**config.mk**
```make
export PLATFORM = sky130hd
export DESIGN_NAME = zelda_sprite_fetch
export DESIGN_NICKNAME = d
export VERILOG_FILES = /design/src/rtl/zelda_sprite_pkg.sv /design/src/rtl/zelda_anim_ctrl.sv /design/src/rtl/zelda_sprite_fetch.sv
export SDC_FILE = /design/constraint.sdc
export NUM_CORES = 1
export LEC_CHECK = 0
export CELL_PAD_IN_SITES_DETAIL_PLACEMENT = 1
export CELL_PAD_IN_SITES_GLOBAL_PLACEMENT = 2
export CORE_MARGIN = 2
export CORE_UTILIZATION = 26
export DETAILED_ROUTE_END_ITERATION = 8
export PLACE_DENSITY_LB_ADDON = 0.1
export SETUP_SLACK_MARGIN = 0.2
export SYNTH_ARGS = -nofsm -noshare
export SYNTH_HDL_FRONTEND = slang
export SYNTH_SLANG_ARGS = --single-unit
export TNS_END_PERCENT = 10
```
**constraint.sdc**
```tcl
create_clock -name Clk -period 3.1 [get_ports Clk]
set_clock_uncertainty 0.1 [all_clocks]
set_input_delay 0.62 -clock Clk [delete_from_list [all_inputs] [get_ports Clk]]
set_output_delay 0.62 -clock Clk [all_outputs]
set_load 0.01 [all_outputs]
```
**src/rtl/zelda_sprite_pkg.sv**
```systemverilog
// ----------------------------------------------------------------------------
// zelda_sprite_pkg
// Shared types and constants for the Zelda sprite fetch stage.
//   dir_t           : Link's facing direction, encoded as the top field of the
//                     sprite ROM address (DOWN=0 UP=1 LEFT=2 RIGHT=3).
//   anim_state_t    : walk animation controller states.
//   TRANSPARENT_IDX : palette index treated as "no pixel".
//   DEF_SPR_W/H     : default sprite box size in pixels.
// Optional feature macro used by the top level: MIRROR_LEFT_EN.
// ----------------------------------------------------------------------------
package zelda_sprite_pkg;

    typedef enum logic [1:0] {
        DIR_DOWN  = 2'd0,
        DIR_UP    = 2'd1,
        DIR_LEFT  = 2'd2,
        DIR_RIGHT = 2'd3
    } dir_t;

    typedef enum logic {
        ANIM_IDLE = 1'b0,
        ANIM_WALK = 1'b1
    } anim_state_t;

    localparam logic [3:0] TRANSPARENT_IDX = 4'h0;
    localparam int         DEF_SPR_W       = 16;
    localparam int         DEF_SPR_H       = 16;

endpackage

```
**src/rtl/zelda_anim_ctrl.sv**
```systemverilog
// ----------------------------------------------------------------------------
// zelda_anim_ctrl
// Walk animation controller. Advances only on frame_start pulses, using the
// moving flag sampled on that same pulse.
// Ports:
//   Clk         in   pixel clock
//   Reset       in   synchronous, active-high
//   frame_start in   1-cycle pulse at start of vertical blank
//   moving      in   Link is walking (sampled on frame_start)
//   frame       out  current walk frame index, stable for a whole video frame
// ----------------------------------------------------------------------------
module zelda_anim_ctrl
    import zelda_sprite_pkg::*;
#(
    parameter int NUM_FRAMES = 2,
    parameter int ANIM_DIV   = 8
) (
    input  logic                          Clk,
    input  logic                          Reset,
    input  logic                          frame_start,
    input  logic                          moving,
    output logic [$clog2(NUM_FRAMES)-1:0] frame
);

    localparam int FW = $clog2(NUM_FRAMES);
    // A divide-by-1 still needs a 1-bit counter that simply stays at 0.
    localparam int DW = (ANIM_DIV > 1) ? $clog2(ANIM_DIV) : 1;

    anim_state_t   state_q, state_d;
    logic [FW-1:0] frame_q, frame_d;
    logic [DW-1:0] div_q,   div_d;
    logic [FW-1:0] frame_step;
    logic [DW-1:0] div_step;

    always_ff @(posedge Clk) begin
        if (Reset) begin
            state_q <= ANIM_IDLE;
            frame_q <= '0;
            div_q   <= '0;
        end else begin
            state_q <= state_d;
            frame_q <= frame_d;
            div_q   <= div_d;
        end
    end

    always_comb begin
        state_d = state_q;
        frame_d = frame_q;
        div_d   = div_q;

        // One animation step; frame wraps naturally since NUM_FRAMES is 2^FW.
        frame_step = frame_q;
        div_step   = div_q + 1'b1;
        if (div_q == DW'(ANIM_DIV - 1)) begin
            div_step   = '0;
            frame_step = frame_q + 1'b1;
        end

        if (frame_start) begin
            case (state_q)
                ANIM_IDLE: begin
                    // The pulse that starts the walk counts as its first step
                    // (frame/div are already 0 here).
                    if (moving) begin
                        state_d = ANIM_WALK;
                        frame_d = frame_step;
                        div_d   = div_step;
                    end
                end
                ANIM_WALK: begin
                    if (!moving) begin
                        state_d = ANIM_IDLE;
                        frame_d = '0;
                        div_d   = '0;
                    end else begin
                        frame_d = frame_step;
                        div_d   = div_step;
                    end
                end
                default: begin
                    state_d = ANIM_IDLE;
                    frame_d = '0;
                    div_d   = '0;
                end
            endcase
        end
    end

    assign frame = frame_q;

endmodule

```
**src/rtl/zelda_sprite_fetch.sv**
```systemverilog
// ----------------------------------------------------------------------------
// zelda_sprite_fetch
// Per-pixel sprite fetch stage feeding the palette lookup. Turns the beam
// position and Link's per-frame state into a sprite ROM address, then returns
// the ROM's palette index with a hit flag, 2 cycles after the pixel.
// Ports:
//   Clk, Reset            pixel clock, synchronous active-high reset
//   frame_start           start-of-vblank pulse; latches sprite state
//   pix_valid             draw_x/draw_y is a visible pixel
//   draw_x, draw_y        beam position
//   sprite_x, sprite_y    sprite top-left (latched on frame_start)
//   direction, moving     Link's facing / walking (latched on frame_start)
//   rom_addr              {dir, frame, row, col} to a 1-cycle sync ROM
//   rom_data              ROM read data, valid the cycle after rom_addr
//   pal_index             palette index, 0 when no hit
//   out_hit               in sprite box and not transparent
//   out_valid             pix_valid aligned with pal_index
// Optional feature macro: MIRROR_LEFT_EN -- LEFT reuses the RIGHT artwork
// mirrored horizontally instead of its own ROM region.
// ----------------------------------------------------------------------------
module zelda_sprite_fetch
    import zelda_sprite_pkg::*;
#(
    parameter int SPR_W      = DEF_SPR_W,
    parameter int SPR_H      = DEF_SPR_H,
    parameter int NUM_FRAMES = 2,
    parameter int ANIM_DIV   = 8
) (
    input  logic        Clk,
    input  logic        Reset,
    input  logic        frame_start,
    input  logic        pix_valid,
    input  logic [9:0]  draw_x,
    input  logic [9:0]  draw_y,
    input  logic [9:0]  sprite_x,
    input  logic [9:0]  sprite_y,
    input  logic [1:0]  direction,
    input  logic        moving,
    output logic [2+$clog2(NUM_FRAMES)+$clog2(SPR_H)+$clog2(SPR_W)-1:0] rom_addr,
    input  logic [3:0]  rom_data,
    output logic [3:0]  pal_index,
    output logic        out_hit,
    output logic        out_valid
);

    localparam int CW = $clog2(SPR_W);
    localparam int RW = $clog2(SPR_H);
    localparam int FW = $clog2(NUM_FRAMES);
    localparam int AW = 2 + FW + RW + CW;

    // Per-frame shadow state. moving has no shadow register of its own: the
    // animation FSM captures it on the same pulse.
    logic [9:0]    sx_q, sy_q;
    dir_t          dir_q;
    logic [FW-1:0] frame;

    // Datapath registers
    logic [AW-1:0] rom_addr_q, rom_addr_d;
    logic          in_box_q1, in_box_q2;
    logic          pix_valid_q1, pix_valid_q2;

    // Stage 0 combinational signals
    logic [10:0]   dx, dy;
    logic          in_box;
    dir_t          addr_dir;
    logic [CW-1:0] addr_col;
    logic          hit;

    zelda_anim_ctrl #(
        .NUM_FRAMES (NUM_FRAMES),
        .ANIM_DIV   (ANIM_DIV)
    ) u_anim (
        .Clk         (Clk),
        .Reset       (Reset),
        .frame_start (frame_start),
        .moving      (moving),
        .frame       (frame)
    );

    // Stage 0: box test in 11-bit arithmetic; bit 10 set means the beam is
    // left of / above the sprite, so there is no wrap-around hit.
    always_comb begin
        dx     = {1'b0, draw_x} - {1'b0, sx_q};
        dy     = {1'b0, draw_y} - {1'b0, sy_q};
        in_box = pix_valid
               && !dx[10] && (dx < 11'(SPR_W))
               && !dy[10] && (dy < 11'(SPR_H));

        addr_dir = dir_q;
        addr_col = dx[CW-1:0];
`ifdef MIRROR_LEFT_EN
        if (dir_q == DIR_LEFT) begin
            addr_dir = DIR_RIGHT;
            addr_col = ~dx[CW-1:0];   // SPR_W-1-dx for a power-of-2 width
        end
`endif
        rom_addr_d = {addr_dir, frame, dy[RW-1:0], addr_col};
    end

    always_ff @(posedge Clk) begin
        if (Reset) begin
            sx_q         <= '0;
            sy_q         <= '0;
            dir_q        <= DIR_DOWN;
            rom_addr_q   <= '0;
            in_box_q1    <= 1'b0;
            in_box_q2    <= 1'b0;
            pix_valid_q1 <= 1'b0;
            pix_valid_q2 <= 1'b0;
        end else begin
            if (frame_start) begin
                sx_q  <= sprite_x;
                sy_q  <= sprite_y;
                dir_q <= dir_t'(direction);
            end
            // Address only moves for in-box pixels to keep the ROM bus quiet.
            if (in_box) begin
                rom_addr_q <= rom_addr_d;
            end
            in_box_q1    <= in_box;
            pix_valid_q1 <= pix_valid;
            in_box_q2    <= in_box_q1;
            pix_valid_q2 <= pix_valid_q1;
        end
    end

    // Stage 2: ROM data lands this cycle, so the result is combinational off
    // rom_data to hold the 2-cycle latency.
    assign hit       = in_box_q2 && (rom_data != TRANSPARENT_IDX);
    assign pal_index = hit ? rom_data : 4'h0;
    assign out_hit   = hit;
    assign out_valid = pix_valid_q2;
    assign rom_addr  = rom_addr_q;

endmodule

```
# Word level (Yosys, flattened, before mapping)

Index checks and enable logic that the tools add are counted.

Add/sub/neg operators: 4
Order comparisons: 2
Eq/ne operators: 2
Multiplexer cells: 10
Bitwise gates (word level): 1
Reductions and logical operators: 9

Operators by type and width:

| operator              | number |
|---|---|
| $lt A11 B5 Y1 const B | 2 |
| $sub A10 B10 Y11      | 2 |
| $mux W3               | 3 |
| $pmux W3 S2           | 1 |
| $logic_and A1 B1 Y1   | 5 |
| $mux W1               | 4 |
| $mux W4               | 1 |
| $reduce_bool A4 Y1    | 1 |
| $add A3 B1 Y3 const B | 1 |
| $eq A3 B3 Y1 const B  | 1 |
| $logic_not A1 Y1      | 2 |
| $ne A2 B2 Y1 const B  | 1 |
| $pmux W1 S2           | 1 |
| $reduce_and A2 Y1     | 1 |
| $add A1 B1 Y1 const B | 1 |
| $not A1 Y1            | 1 |

Bits in registers: 42
Bits of input ports: 51
Output and inout bits: 17
Word-level logic and storage cells: 39

# Logic depth before layout (Yosys ltp)

Depth after elaboration: 6
Gate-level depth with buffers: 12
Mapped depth without buffers: 11

# Hierarchy

Synthesis repeated with hierarchy kept, for this count alone.

Cell total of the unflattened synthesis: 307
Area, all modules: 2711.4 sq um

Modules (own cells, without submodules):

| module             | instances | cells each | area an instance (sq um) | seq. area each (sq um) |
|---|---|---|---|---|
| zelda_sprite_fetch | 1         | 284        | 2491.1                   | 740.7 |
| zelda_anim_ctrl    | 1         | 23         | 220.2                    | 100.1 |

# Worst setup path after synthesis

No wires, ideal clock.

Path type: input to register
Start: input draw_y[0]
End: register rom_addr_q[1] (netlist: rom_addr[1])
Library setup time: 0.121 ns
Arrival: 3.070 ns
Required time: 2.879 ns
Path slack: -0.192 ns
Stages on the path: 12
Buffers on the path: 1
Path through: inv_1 -> ha_1 -> inv_1 -> fa_1 -> a211oi_2 -> nor2_1 -> xor2_1 -> or4_1 -> nor3_1 -> o2111a_2 -> buf_12 -> mux2_4

Word-level cells in the longest chain between the ends: 4
Elaborated cells between the ends (all ways): 5
Classes of those cells: add/sub: 1; order compare: 1; reduce/logical: 3

Ends and longest elaborated chain:

| element                                                               | RTL line                  | RTL |
|---|---|---|
| start, declared                                                       | zelda_sprite_fetch.sv:34  | `input logic [9:0] draw_y,` |
| $sub A10 B10 Y11 (*)                                                  | zelda_sprite_fetch.sv:84  | `dy = {1'b0, draw_y} - {1'b0, sy_q};` |
| parallel branches: the longest is 2 deep, another holds $lt A11 B5 Y1 | n/a                       |  |
| $logic_and A1 B1 Y1 (*)                                               | zelda_sprite_fetch.sv:87  | `&& !dy[10] && (dy < 11'(SPR_H));` |
| end signal, assigned                                                  | zelda_sprite_fetch.sv:118 | `rom_addr_q <= rom_addr_d;` |
| end, declared                                                         | zelda_sprite_fetch.sv:58  | `logic [AW-1:0] rom_addr_q, rom_addr_d;` |

Every way passes the cells marked *.
A chain may end at the register's enable or synchronous reset.

# Worst setup path in the final report

Start: input draw_y[8]
End: register rom_addr_q[7] (netlist: rom_addr[7])

Same word-level chain as after synthesis.

==> results.json <==
{
  "grt_max_degree": 41,
  "setup_viol": 0,
  "netlist_top_cells_area": "dfxtp_1, mux2i_1, ha_1, nor2_1, inv_1",
  "syn_avg_cell_area_um2": 8.45,
  "leakage_nw": 1.92,
  "layout_setup_ws_ps": 3.03,
  "yosysMostFrequentCell": "nor2_1",
  "slowest_stage": "or4_4",
  "final_area_um2": 4640,
  "drive_gt1_share_pct": 30.2,
  "overflow": 0,
  "route.detailed.drc": 0,
  "crit_buf_inv": 2,
  "ys.flop_type": "dfxtp_1",
  "synth_nets": 414,
  "core-area_um2": 10800,
  "drt_first_iter_violations": 106,
  "cts_tree": "built",
  "dieHeight_um": 109,
  "routabilityCongestion": 0.906,
  "netlist.area_leader.share_pct": 29.3,
  "arrival_ps": 3190,
  "ys_ff_latch": 42,
  "utilization_pct": 43.0,
  "die_x_um": 109,
  "clock.fmax_mhz": 323,
  "crit_fanout": 4,
  "cts_buffers": 5,
  "rsz0062_at_grt": "true",
  "ios": 68,
  "finalCritPeriodShare_pct": 99.9,
  "synthesis.instances": 339,
  "place_area_um2": 4120,
  "outcome": "finished, final reports clean",
  "critical_path_class": "input port to flip-flop",
  "routedWlPerCell_um": 14.7,
  "async_flop_share_pct": 0,
  "synth_seq_area_share_pct": 29.3,
  "total_power_mw": 1.55,
  "layout.nets": 552,
  "antenna_found_initial": 0,
  "crit_path_end_kind": "flip-flop",
  "pre_cts_ws_ps": -721,
  "clk_pin_slew_ps": 80,
  "cp_top_family": "simple AND/OR/NAND/NOR gates",
  "synth_top_area_cell": "dfxtp_1",
  "period_minus_slack_ps": 3100,
  "wl_um": 9050,
  "port_buffers": 67,
  "ir_drop_uv": 152,
  "finalHoldViolCount": 0,
  "h-tree-depth": 2,
  "place_hpwl_um": 6990,
  "area_growth_pct": 62.0,
  "clkLatencyLatePin_ps": 300,
  "path_cells": "clkdlybuf4s50_1 > ha_4 > nor2_1 > o21a_2 > a31o_4 > or4_4 > nor4_4 > o2111a_2 > clkbuf_16 > mux2_4",
  "rows": 38,
  "ys_warn_count": 0,
  "slew-limit-headroom_pct": 51.4,
  "finalSetupTns_ps": 0,
  "antenna_left": 0,
  "dr.pass1.iters": 4,
  "vias": 2903,
  "clock-sinks": 42,
  "dp.cells": 596,
  "cap_violations": 0,
  "synth_area_um2": 2870,
  "floorplan.initialDensity_pct": 26.5,
  "finalHoldWorstSlack_ps": 357,
  "synth-edff-count": 0,
  "powerDensity_nw_per_um2": 333,
  "vias_per_cell": 4.71,
  "grt_pass1_vias": 3026,
  "synth_cell_types": 50,
  "final_cells": 617,
  "cpPeakStageDelay_ps": 540,
  "slew_violations": 0,
  "diodes": 0,
  "grt_pass1_wl_um": 14400,
  "root_buffer": "clkbuf_8",
  "required_ps": 3190,
  "grt.total_usage_pct": 15.4,
  "ys_top_cells_by_count": "nor2_1, dfxtp_1, mux2i_1, inv_1, ha_1",
  "hp-class": "flip-flop to flip-flop",
  "n_fill_cell": 1282,
  "worstMarginPinSlew_ps": 729,
  "die_area_um2": 11900,
  "critPathLaunchType": "input port",
  "clk_path_buf_depth": 2
}
[area by class of cell]
class,instances,area (um2),area share (%)
repair buffers,142,1260,27.1
inverters,27,104,2.24
flip-flops and latches,42,841,18.1
multi-input cells,259,2180,47.0
clock buffers,5,68.8,1.48
clock inverters,2,10.0,0.216
well taps,140,175,3.77
[power by group]
part	leakage (nW)	internal, mW	total, mW	switching [mW]
logic	1.53	0.339	0.627	0.288
clock network	0.0438	0.152	0.350	0.199
registers	0.344	0.559	0.570	0.0105
total	1.92	1.05	1.55	0.497
[routing by layer]
layer  wire length (um)  vias up  global-route usage, %
met5                  0        -                      0
met4                133        0                   4.67
met3                210        9                   1.37
met2               4390       40                   26.2
met1               4320     1384                   20.7
li1                   -     1470                      -
[cells by family (layout without fill, tap and decap cells)]
family	Yosys count	in the layout	synth area share [%]
simple gates	129	129	23.3
compound gates	65	65	15.6
flops	42	42	29.3
buf+inv	38	176	5.55
mux	36	36	13.7
fa+ha+maj	24	24	11.0
xor+xnor	5	5	1.53
[placed cells by master (no fill, tap or decap), drive strengths merged, types with 7 or more instances in the layout]
master and count:
buf 77, nor2 53, clkdlybuf4s50 52, dfxtp 42
mux2i 29, inv 27, ha 22, nor2b 16
o21ai 15, nand2b 13, a21oi 12, nand2 9
dlygate4sd2 8, mux2 7, a211oi 7, clkbuf 7
[registers in the layout (all words and copies together) (netlist names)]
name            count
out_valid           1
in_box_q1           1
pix_valid_q1        1
u_anim.state_q      1
u_anim.div_q        3
sy_q               10
rom_addr           11
in_box_q2           1
addr_dir            2
u_anim.frame        1
sx_q               10
[what timing repair did]
| item | in CTS | in global routing |
|---|---|---|
| gates resized for setup | 56 | 29 |
| buffers inserted | 11 | 2 |
| setup endpoints to repair | 12 | 12 |
| hold buffers | 0 | 0 |
| pin swaps | 24 | 18 |
| cloned | 1 | 0 |
[final timing paths]
check | startpoint | to | cells after the start | slack (ps)
max | draw_y[8] | rom_addr[7] | 10 | 3
min | in_box_q1 | in_box_q2 | 1 | 360
max reg2reg | sy_q[0] | rom_addr[7] | 11 | 100
min reg2reg | in_box_q1 | in_box_q2 | 1 | 360
[worst reg2reg max path, cell delays in order (launching register included)]
cell	delay (ps)
dfxtp_1	380
ha_4	160
inv_2	40
fa_2	400
a211oi_2	220
nor2_1	80
xor2_1	150
or4_4	510
nor3_2	120
o2111a_2	280
clkbuf_16	170
mux2_4	290
No activity file was read; power rests on OpenSTA's default activity.
